**src/rtl/mem_port_arbiter.sv**
```systemverilog
`default_nettype none
// ============================================================================
// Module   : mem_port_arbiter
// Purpose  : Two-requester round-robin arbiter for a shared memory address
//            port, sequencing one access at a time with ready and timeout.
// Revision : 1.0 - initial release
// ============================================================================
module mem_port_arbiter #(
  parameter int WIDTH   = 16,
  parameter int TIMEOUT = 15
) (
  input  logic             clk,
  input  logic             reset,
  input  logic             req_a,
  input  logic [WIDTH-1:0] addr_a,
  input  logic             req_b,
  input  logic [WIDTH-1:0] addr_b,
  input  logic             mem_ready,
  output logic             mem_valid,
  output logic [WIDTH-1:0] mem_addr,
  output logic             sel,
  output logic             gnt_a,
  output logic             gnt_b,
  output logic             done_a,
  output logic             done_b,
  output logic             err
);

  localparam int                CNT_W    = $clog2(TIMEOUT);
  localparam logic [CNT_W-1:0]  CNT_LAST = CNT_W'(TIMEOUT - 1);

  localparam logic [1:0] S_IDLE   = 2'd0;
  localparam logic [1:0] S_BUSY_A = 2'd1;
  localparam logic [1:0] S_BUSY_B = 2'd2;

  localparam logic LAST_A = 1'b0;
  localparam logic LAST_B = 1'b1;

  logic [1:0]       state_q, state_d;
  logic             last_q, last_d;
  logic [CNT_W-1:0] cnt_q, cnt_d;
  logic [WIDTH-1:0] addr_q, addr_d;

  logic             mem_valid_q, mem_valid_d;
  logic [WIDTH-1:0] mem_addr_q, mem_addr_d;
  logic             sel_q, sel_d;
  logic             gnt_a_q, gnt_a_d;
  logic             gnt_b_q, gnt_b_d;
  logic             done_a_q, done_a_d;
  logic             done_b_q, done_b_d;
  logic             err_q, err_d;

  logic             cand_a, cand_b;

  always_comb begin
    state_d  = state_q;
    last_d   = last_q;
    cnt_d    = cnt_q;
    addr_d   = addr_q;
    done_a_d = 1'b0;
    done_b_d = 1'b0;
    err_d    = 1'b0;

    // A request whose previous access just ended is held over; ignore it once.
    cand_a = req_a & ~(done_a_q | err_q);
    cand_b = req_b & ~(done_b_q | err_q);

    case (state_q)
      S_IDLE: begin
        cnt_d = '0;
        if (cand_a && (!cand_b || last_q == LAST_B)) begin
          state_d = S_BUSY_A;
          addr_d  = addr_a;
        end else if (cand_b) begin
          state_d = S_BUSY_B;
          addr_d  = addr_b;
        end
      end
      S_BUSY_A, S_BUSY_B: begin
        if (mem_ready) begin
          state_d  = S_IDLE;
          cnt_d    = '0;
          last_d   = (state_q == S_BUSY_B) ? LAST_B : LAST_A;
          done_a_d = (state_q == S_BUSY_A);
          done_b_d = (state_q == S_BUSY_B);
        end else if (cnt_q == CNT_LAST) begin
          state_d = S_IDLE;
          cnt_d   = '0;
          last_d  = (state_q == S_BUSY_B) ? LAST_B : LAST_A;
          err_d   = 1'b1;
        end else begin
          cnt_d = cnt_q + 1'b1;
        end
      end
      default: begin
        state_d = S_IDLE;
        cnt_d   = '0;
      end
    endcase

    // Outputs are registered images of the next state.
    mem_valid_d = (state_d != S_IDLE);
    gnt_a_d     = (state_d == S_BUSY_A);
    gnt_b_d     = (state_d == S_BUSY_B);
    sel_d       = (state_d == S_BUSY_B);
    mem_addr_d  = mem_valid_d ? addr_d : '0;
  end

  always_ff @(posedge clk or posedge reset) begin
    if (reset) begin
      state_q     <= S_IDLE;
      last_q      <= LAST_B;
      cnt_q       <= '0;
      addr_q      <= '0;
      mem_valid_q <= 1'b0;
      mem_addr_q  <= '0;
      sel_q       <= 1'b0;
      gnt_a_q     <= 1'b0;
      gnt_b_q     <= 1'b0;
      done_a_q    <= 1'b0;
      done_b_q    <= 1'b0;
      err_q       <= 1'b0;
    end else begin
      state_q     <= state_d;
      last_q      <= last_d;
      cnt_q       <= cnt_d;
      addr_q      <= addr_d;
      mem_valid_q <= mem_valid_d;
      mem_addr_q  <= mem_addr_d;
      sel_q       <= sel_d;
      gnt_a_q     <= gnt_a_d;
      gnt_b_q     <= gnt_b_d;
      done_a_q    <= done_a_d;
      done_b_q    <= done_b_d;
      err_q       <= err_d;
    end
  end

  assign mem_valid = mem_valid_q;
  assign mem_addr  = mem_addr_q;
  assign sel       = sel_q;
  assign gnt_a     = gnt_a_q;
  assign gnt_b     = gnt_b_q;
  assign done_a    = done_a_q;
  assign done_b    = done_b_q;
  assign err       = err_q;

endmodule
`default_nettype wire

```
**config.mk**
```make
export PLATFORM = sky130hd
export DESIGN_NAME = mem_port_arbiter
export DESIGN_NICKNAME = d
export VERILOG_FILES = /design/src/rtl/mem_port_arbiter.sv
export SDC_FILE = /design/constraint.sdc
export NUM_CORES = 1
export LEC_CHECK = 0
export BUFFER_PORTS_ARGS = -buffer_cell sky130_fd_sc_hd__buf_2
export CORE_UTILIZATION = 54
export DETAILED_ROUTE_END_ITERATION = 8
export HOLD_SLACK_MARGIN = 0.03
export PLACE_DENSITY = 0.84
export SLEW_MARGIN = 20
export SYNTH_ARGS = -nofsm -noshare
export SYNTH_HDL_FRONTEND = slang
export SYNTH_SLANG_ARGS = --single-unit
```
**constraint.sdc**
```tcl
create_clock -name clk -period 4.6 [get_ports clk]
set_input_delay 0.69 -clock clk [delete_from_list [all_inputs] [get_ports clk]]
set_output_delay 0.69 -clock clk [all_outputs]
set_load 0.05 [all_outputs]
```
==> Yosys cells after proc, flatten, opt, wreduce, memory -nomap -nowiden <==
Cells that the tools add are included.
W data, S select, Z words.
{ "word_totals": {"ff_bits": 45, "in_bits": 37, "output_inout_bits": 23, "elab_cells": 53} }
{ "classes": {"add_sub_neg": 1, "n_eq_ne": 5, "n_mux": 22, "bitwise": 6, "reduce_logical": 8} }
{ "op_table": {"columns": ["operator", "n"], "rows": [
  ["$mux W16", 4],
  ["$mux W4", 3],
  ["$mux W1", 10],
  ["$mux W2", 4],
  ["$add A4 B1 Y4 const B", 1],
  ["$eq A2 B1 Y1 const B", 2],
  ["$eq A2 B2 Y1 const B", 2],
  ["$eq A4 B4 Y1 const B", 1],
  ["$pmux W2 S2", 1],
  ["$reduce_bool A2 Y1", 2],
  ["$and A1 B1 Y1", 2],
  ["$logic_not A2 Y1", 1],
  ["$not A1 Y1", 2],
  ["$or A1 B1 Y1", 2],
  ["$reduce_and A2 Y1", 1],
  ["$reduce_or A2 Y1", 1],
  ["$logic_and A1 B1 Y1", 1],
  ["$logic_not A1 Y1", 1],
  ["$logic_or A1 B1 Y1", 1]
]} }

==> Longest topological paths before layout <==
{ "logic_depth": {"depth_word": 10, "ltp_mapped": 8, "ltp_nobuf": 7} }

==> Least setup slack after synthesis <==
Ideal clock, no wire load.
{ "synth_path": {"path_kind": "input-to-reg", "from": "input req_a", "to": "register mem_addr_q[10], in the netlist mem_addr[10]", "setup_ns": 0.123, "arrival_ns": 1.655, "required_ns": 4.477, "slack_ns": 2.822, "stages": 6, "n_path_buf": 1, "path_cell_list": "nor2b_4 -> a21oi_2 -> o21ai_1 -> a31oi_2 -> buf_6 -> nor3_1"} }
{ "synth_via": {"elab_chain_cells": 6, "elab_cells_between_ends": 8, "cone_classes": "5 x mux; 1 x bitwise; 2 x reduce/logical"} }
{ "synth_lines": {"columns": ["item", "line_no", "rtl"], "rows": [
  ["from (decl)", "14", "input logic req_a,"],
  ["$and A1 B1 Y1 (*)", "65", "cand_a = req_a & ~(done_a_q | err_q);"],
  ["$logic_and A1 B1 Y1 (*)", "71", "if (cand_a && (!cand_b || last_q == LAST_B)) begin"],
  ["$mux W2", "71", null],
  ["$pmux W2 S2", "68", "case (state_q)"],
  ["$reduce_bool A2 Y1", "102", "mem_valid_d = (state_d != S_IDLE);"],
  ["$mux W16 (*)", "106", "mem_addr_d = mem_valid_d ? addr_d : '0;"],
  ["via mem_addr_d[10]", "45", "logic [WIDTH-1:0] mem_addr_q, mem_addr_d;"],
  ["to (signal assigned)", "129", "mem_addr_q <= mem_addr_d;"],
  ["to (decl)", "45", null]
]} }
The timed path passes the listed nets; every way through them passes the cells marked *.
A chain may end at the register's enable or synchronous reset.

==> Worst setup path after layout <==
{ "layout_path": {"from": "register state_q[0]", "to": "register mem_addr_q[15], in the netlist mem_addr[15]"} }
{ "layout_via": {"elab_chain_cells": 5, "elab_cells_between_ends": 12, "cone_classes": "2 x eq/ne; 7 x mux; 3 x reduce/logical"} }
{ "layout_lines": {"columns": ["item", "line_no", "rtl"], "rows": [
  ["from (decl)", "39", "logic [1:0] state_q, state_d;"],
  ["from (signal assigned)", "124", "state_q <= state_d;"],
  ["$eq A2 B2 Y1 (tied with other cells)", "68", null],
  ["$reduce_or A2 Y1 (tied with other cells)", "68", null],
  ["$pmux W2 S2", "68", null],
  ["$reduce_bool A2 Y1", "102", null],
  ["$mux W16 (*)", "106", null],
  ["via mem_addr_d[15]", "45", null]
]} }
Marks and branches as above.

==> results.sh <==
export IMPL_r2r_end="mem_addr[15]"
export IMPL_syn_avg_cell_area_um2=11.7
export IMPL_initial_core_util_pct=57.1
export IMPL_setup_worst_path_start="state_q[0]"
export IMPL_drive_gt1_share_pct=40.1
export IMPL_synthDominantCellAreaShare_pct=56.9
export IMPL_clock_latency_ns=0.34
export IMPL_grt_max_degree=46
export IMPL_critPathRequiredTime_ns=4.80
export IMPL_hp_class="in -> async"
export IMPL_period_share_pct=45.2
export IMPL_synth_edf_count=0
export IMPL_wl_um=3580
export IMPL_p_per_area_nw_per_um2=745
export IMPL_max_freq_mhz=480
export IMPL_finalSetupTns_ns=0
export IMPL_netlist_top_cells_area="dfrtp_1 (57%), nor2_1 (7.6%), o22ai_2 (6.5%), nor3_1 (4.1%), ha_1 (3.9%)"
export IMPL_drc_errors=0
export IMPL_via_per_inst=5.19
export IMPL_pwr_share_seq_pct=36.2
export IMPL_netlist_area_um2=1930
export IMPL_grt_util_all_layers_pct=21.6
export IMPL_synth_ff_type="dfrtp_1"
export IMPL_cts_repair_resized=0
export IMPL_grt_remaining_overflow=0
export IMPL_worst_ep_arrival_time_ns=2.29
export IMPL_synthesis_nets=208
export IMPL_synth_common_cells="dfrtp_1 (44), nor2_1 (39), nor3_1 (16)"
export IMPL_first_pass_iters=4
export IMPL_stdcell_area_um2=2320
export IMPL_area_growth_pct=20.1
export IMPL_hold_viol_final=0
export IMPL_multi_input_area_um2=724
export IMPL_post_dp_cell_area_um2=2240
export IMPL_p_int_w=0.000946
export IMPL_cts_tree="yes"
export IMPL_grt_pass1_vias=1347
export IMPL_fillers=265
export IMPL_final_cells=273
export IMPL_worst_slew_pin_slew_ns=0.870
export IMPL_cts_buffers=5
export IMPL_core_um2=3390
export IMPL_peakVddDrop_uv=428
export IMPL_die_y_um=61.9
export IMPL_crit_fanout=17
export IMPL_io_pins=60
export IMPL_critPathLaunchType="flip-flop"
export IMPL_htree_levels=2
export IMPL_seqCellArea_um2=1130
export IMPL_dr_total_vias=1416
export IMPL_row_count=21
export IMPL_drv_slew=0
export IMPL_nets=269
export IMPL_leakage_nw=1.14
export IMPL_combinationalPowerShare_pct=49.5
export IMPL_power_switching_w=0.000784
export IMPL_p_clk_share_pct=14.2
export IMPL_clk_pin_slew_ns=0.12
export IMPL_clock_skew_ns=0.00718
export IMPL_root_buffer="clkbuf_4"
export IMPL_min_period_ns=2.08
export IMPL_yosysTopAreaCell="dfrtp_1"
export IMPL_n_antenna_cell=0
export IMPL_reg2reg_depth=6
export IMPL_hpwl_um=2550
export IMPL_maxCapViolCount=0
export IMPL_drt_wirelength_per_cell_um=13.1
export IMPL_seq_area_frac_synth_pct=58.3
export IMPL_async_flop_share_pct=100
export IMPL_yosysUniqueCellTypes=37
export IMPL_rsz0062_at_grt="false"
export IMPL_slew_headroom_pct=41.8
export IMPL_postCtsSetupRepairBufs=0
export IMPL_io_buffers=59
export IMPL_synthCells=165
export IMPL_grt_pass1_wl_um=5850
export IMPL_clockBufferDepth=2
export IMPL_yosysWarningCount=0
export IMPL_placed_cells=265
export IMPL_antenna_found_initial=0
export IMPL_final_antenna_net_count=0
export IMPL_cts_sinks=45
export IMPL_status="completed"
export IMPL_setup_viol=0
export IMPL_yosysMostFrequentCell="dfrtp_1"
export IMPL_synth_seq_cells=45
export IMPL_initialDrtViolationCount=54
export IMPL_critPathKind="reg -> reg"
export IMPL_ff2ff_setup_slack_ns=2.52
export IMPL_die_w_um=61.9
export IMPL_die_area_um2=3830
export IMPL_switching_share_pct=45.3
export IMPL_critPathCaptureType="flip-flop"
export IMPL_cts_hold_buf=0
export IMPL_routabilityCongestion=0.864
export IMPL_reg2reg_from="state_q[0]"
==> area by class of cell <==
class / instances / share of cell area [%]
Clock buffer: 7 / 2.37
Clock inverter: 1 / 1.29
Inverter: 7 / 1.13
Multi-Input combinational cell: 107 / 31.2
Sequential cell: 45 / 48.5
Tap cell: 46 / 2.48
Timing Repair Buffer: 60 / 13.0
==> worst max-delay path by stage <==
stage | slack [ns] | endpoint | cells after the start
6_report | 2.52 | mem_addr[15] | 6
4_1_cts | 2.50 | mem_addr[15] | 6
2_1_floorplan | 2.82 | mem_addr[10] | 6
3_5_place_dp | 2.35 | mem_addr[15] | 6
3_3_place_gp | 2.39 | mem_addr[15] | 6
5_1_grt | 2.36 | mem_addr[2] | 6
==> stage by stage <==
step | hold WS [ns] | setup WS, ns | power [W] | util, %
2_1_floorplan | 0.450 | 2.82 | 0.00134 | -
3_3_place_gp | 0.469 | 2.39 | 0.00148 | 66.0
3_5_place_dp | 0.479 | 2.35 | 0.00150 | 66.0
4_1_cts | 0.462 | 2.50 | 0.00175 | 68.5
5_1_grt | 0.477 | 2.36 | 0.00186 | 68.5
6_report | 0.451 | 2.52 | 0.00173 | 68.5
==> cells by family after synthesis <==
family          Yosys count  share of synthesized area (%)
compound gates           26                           12.4
flops                    45                           58.3
buf+inv                  13                           4.27
simple gates             72                           19.7
mux                       1                          0.582
xor+xnor                  2                          0.906
fa+ha+maj                 6                           3.88
==> flip-flops by register name, indices dropped and copies added, names as in the netlist <==
signal / count
err: 1
mem_valid: 1
mem_addr: 16
gnt_a: 1
done_b: 1
state_q: 2
done_a: 1
cnt_q: 4
gnt_b: 1
last_q: 1
addr_q: 16
==> power by group through the flow <==
stage / sequential [W] / clock (W) / combinational (W)
floorplan: 0.000895 / 0 / 0.000449
global placement: 0.000629 / 0 / 0.000848
detailed placement: 0.000636 / 0 / 0.000863
CTS: 0.000627 / 0.000254 / 0.000866
global route: 0.000647 / 0.000274 / 0.000941
finish: 0.000626 / 0.000247 / 0.000857
==> critical path, cell delays in order (launching register included) <==
cell and delay, ns:
dfrtp_1 0.45, inv_1 0.09, ha_1 0.37, nand3b_4 0.14
nor3_2 0.06, a31oi_2 0.69, nor3_1 0.14
==> routing by layer <==
layer / up-vias / global-route usage, % / wire [um]
li1: 685 / - / -
met1: 671 / 27.0 / 1590
met2: 51 / 35.6 / 1740
met3: 9 / 3.93 / 176
met4: 0 / 12.1 / 81
met5: - / 0 / 0
==> cells in the final DEF, fill, tap and decap left out, types with 2 or more instances in the layout <==
cell      count
nor2_1       39
o22ai_2      10
o21ai_0       2
nor3_1       16
o21ai_1       2
nand2_1       2
clkbuf_4      5
nor3b_2       2
o22ai_1       6
dfrtp_1      44
nand2b_1      2
inv_1         5
ha_1          6
buf_2        59
Note: power is estimated with default switching activity, not from simulation.
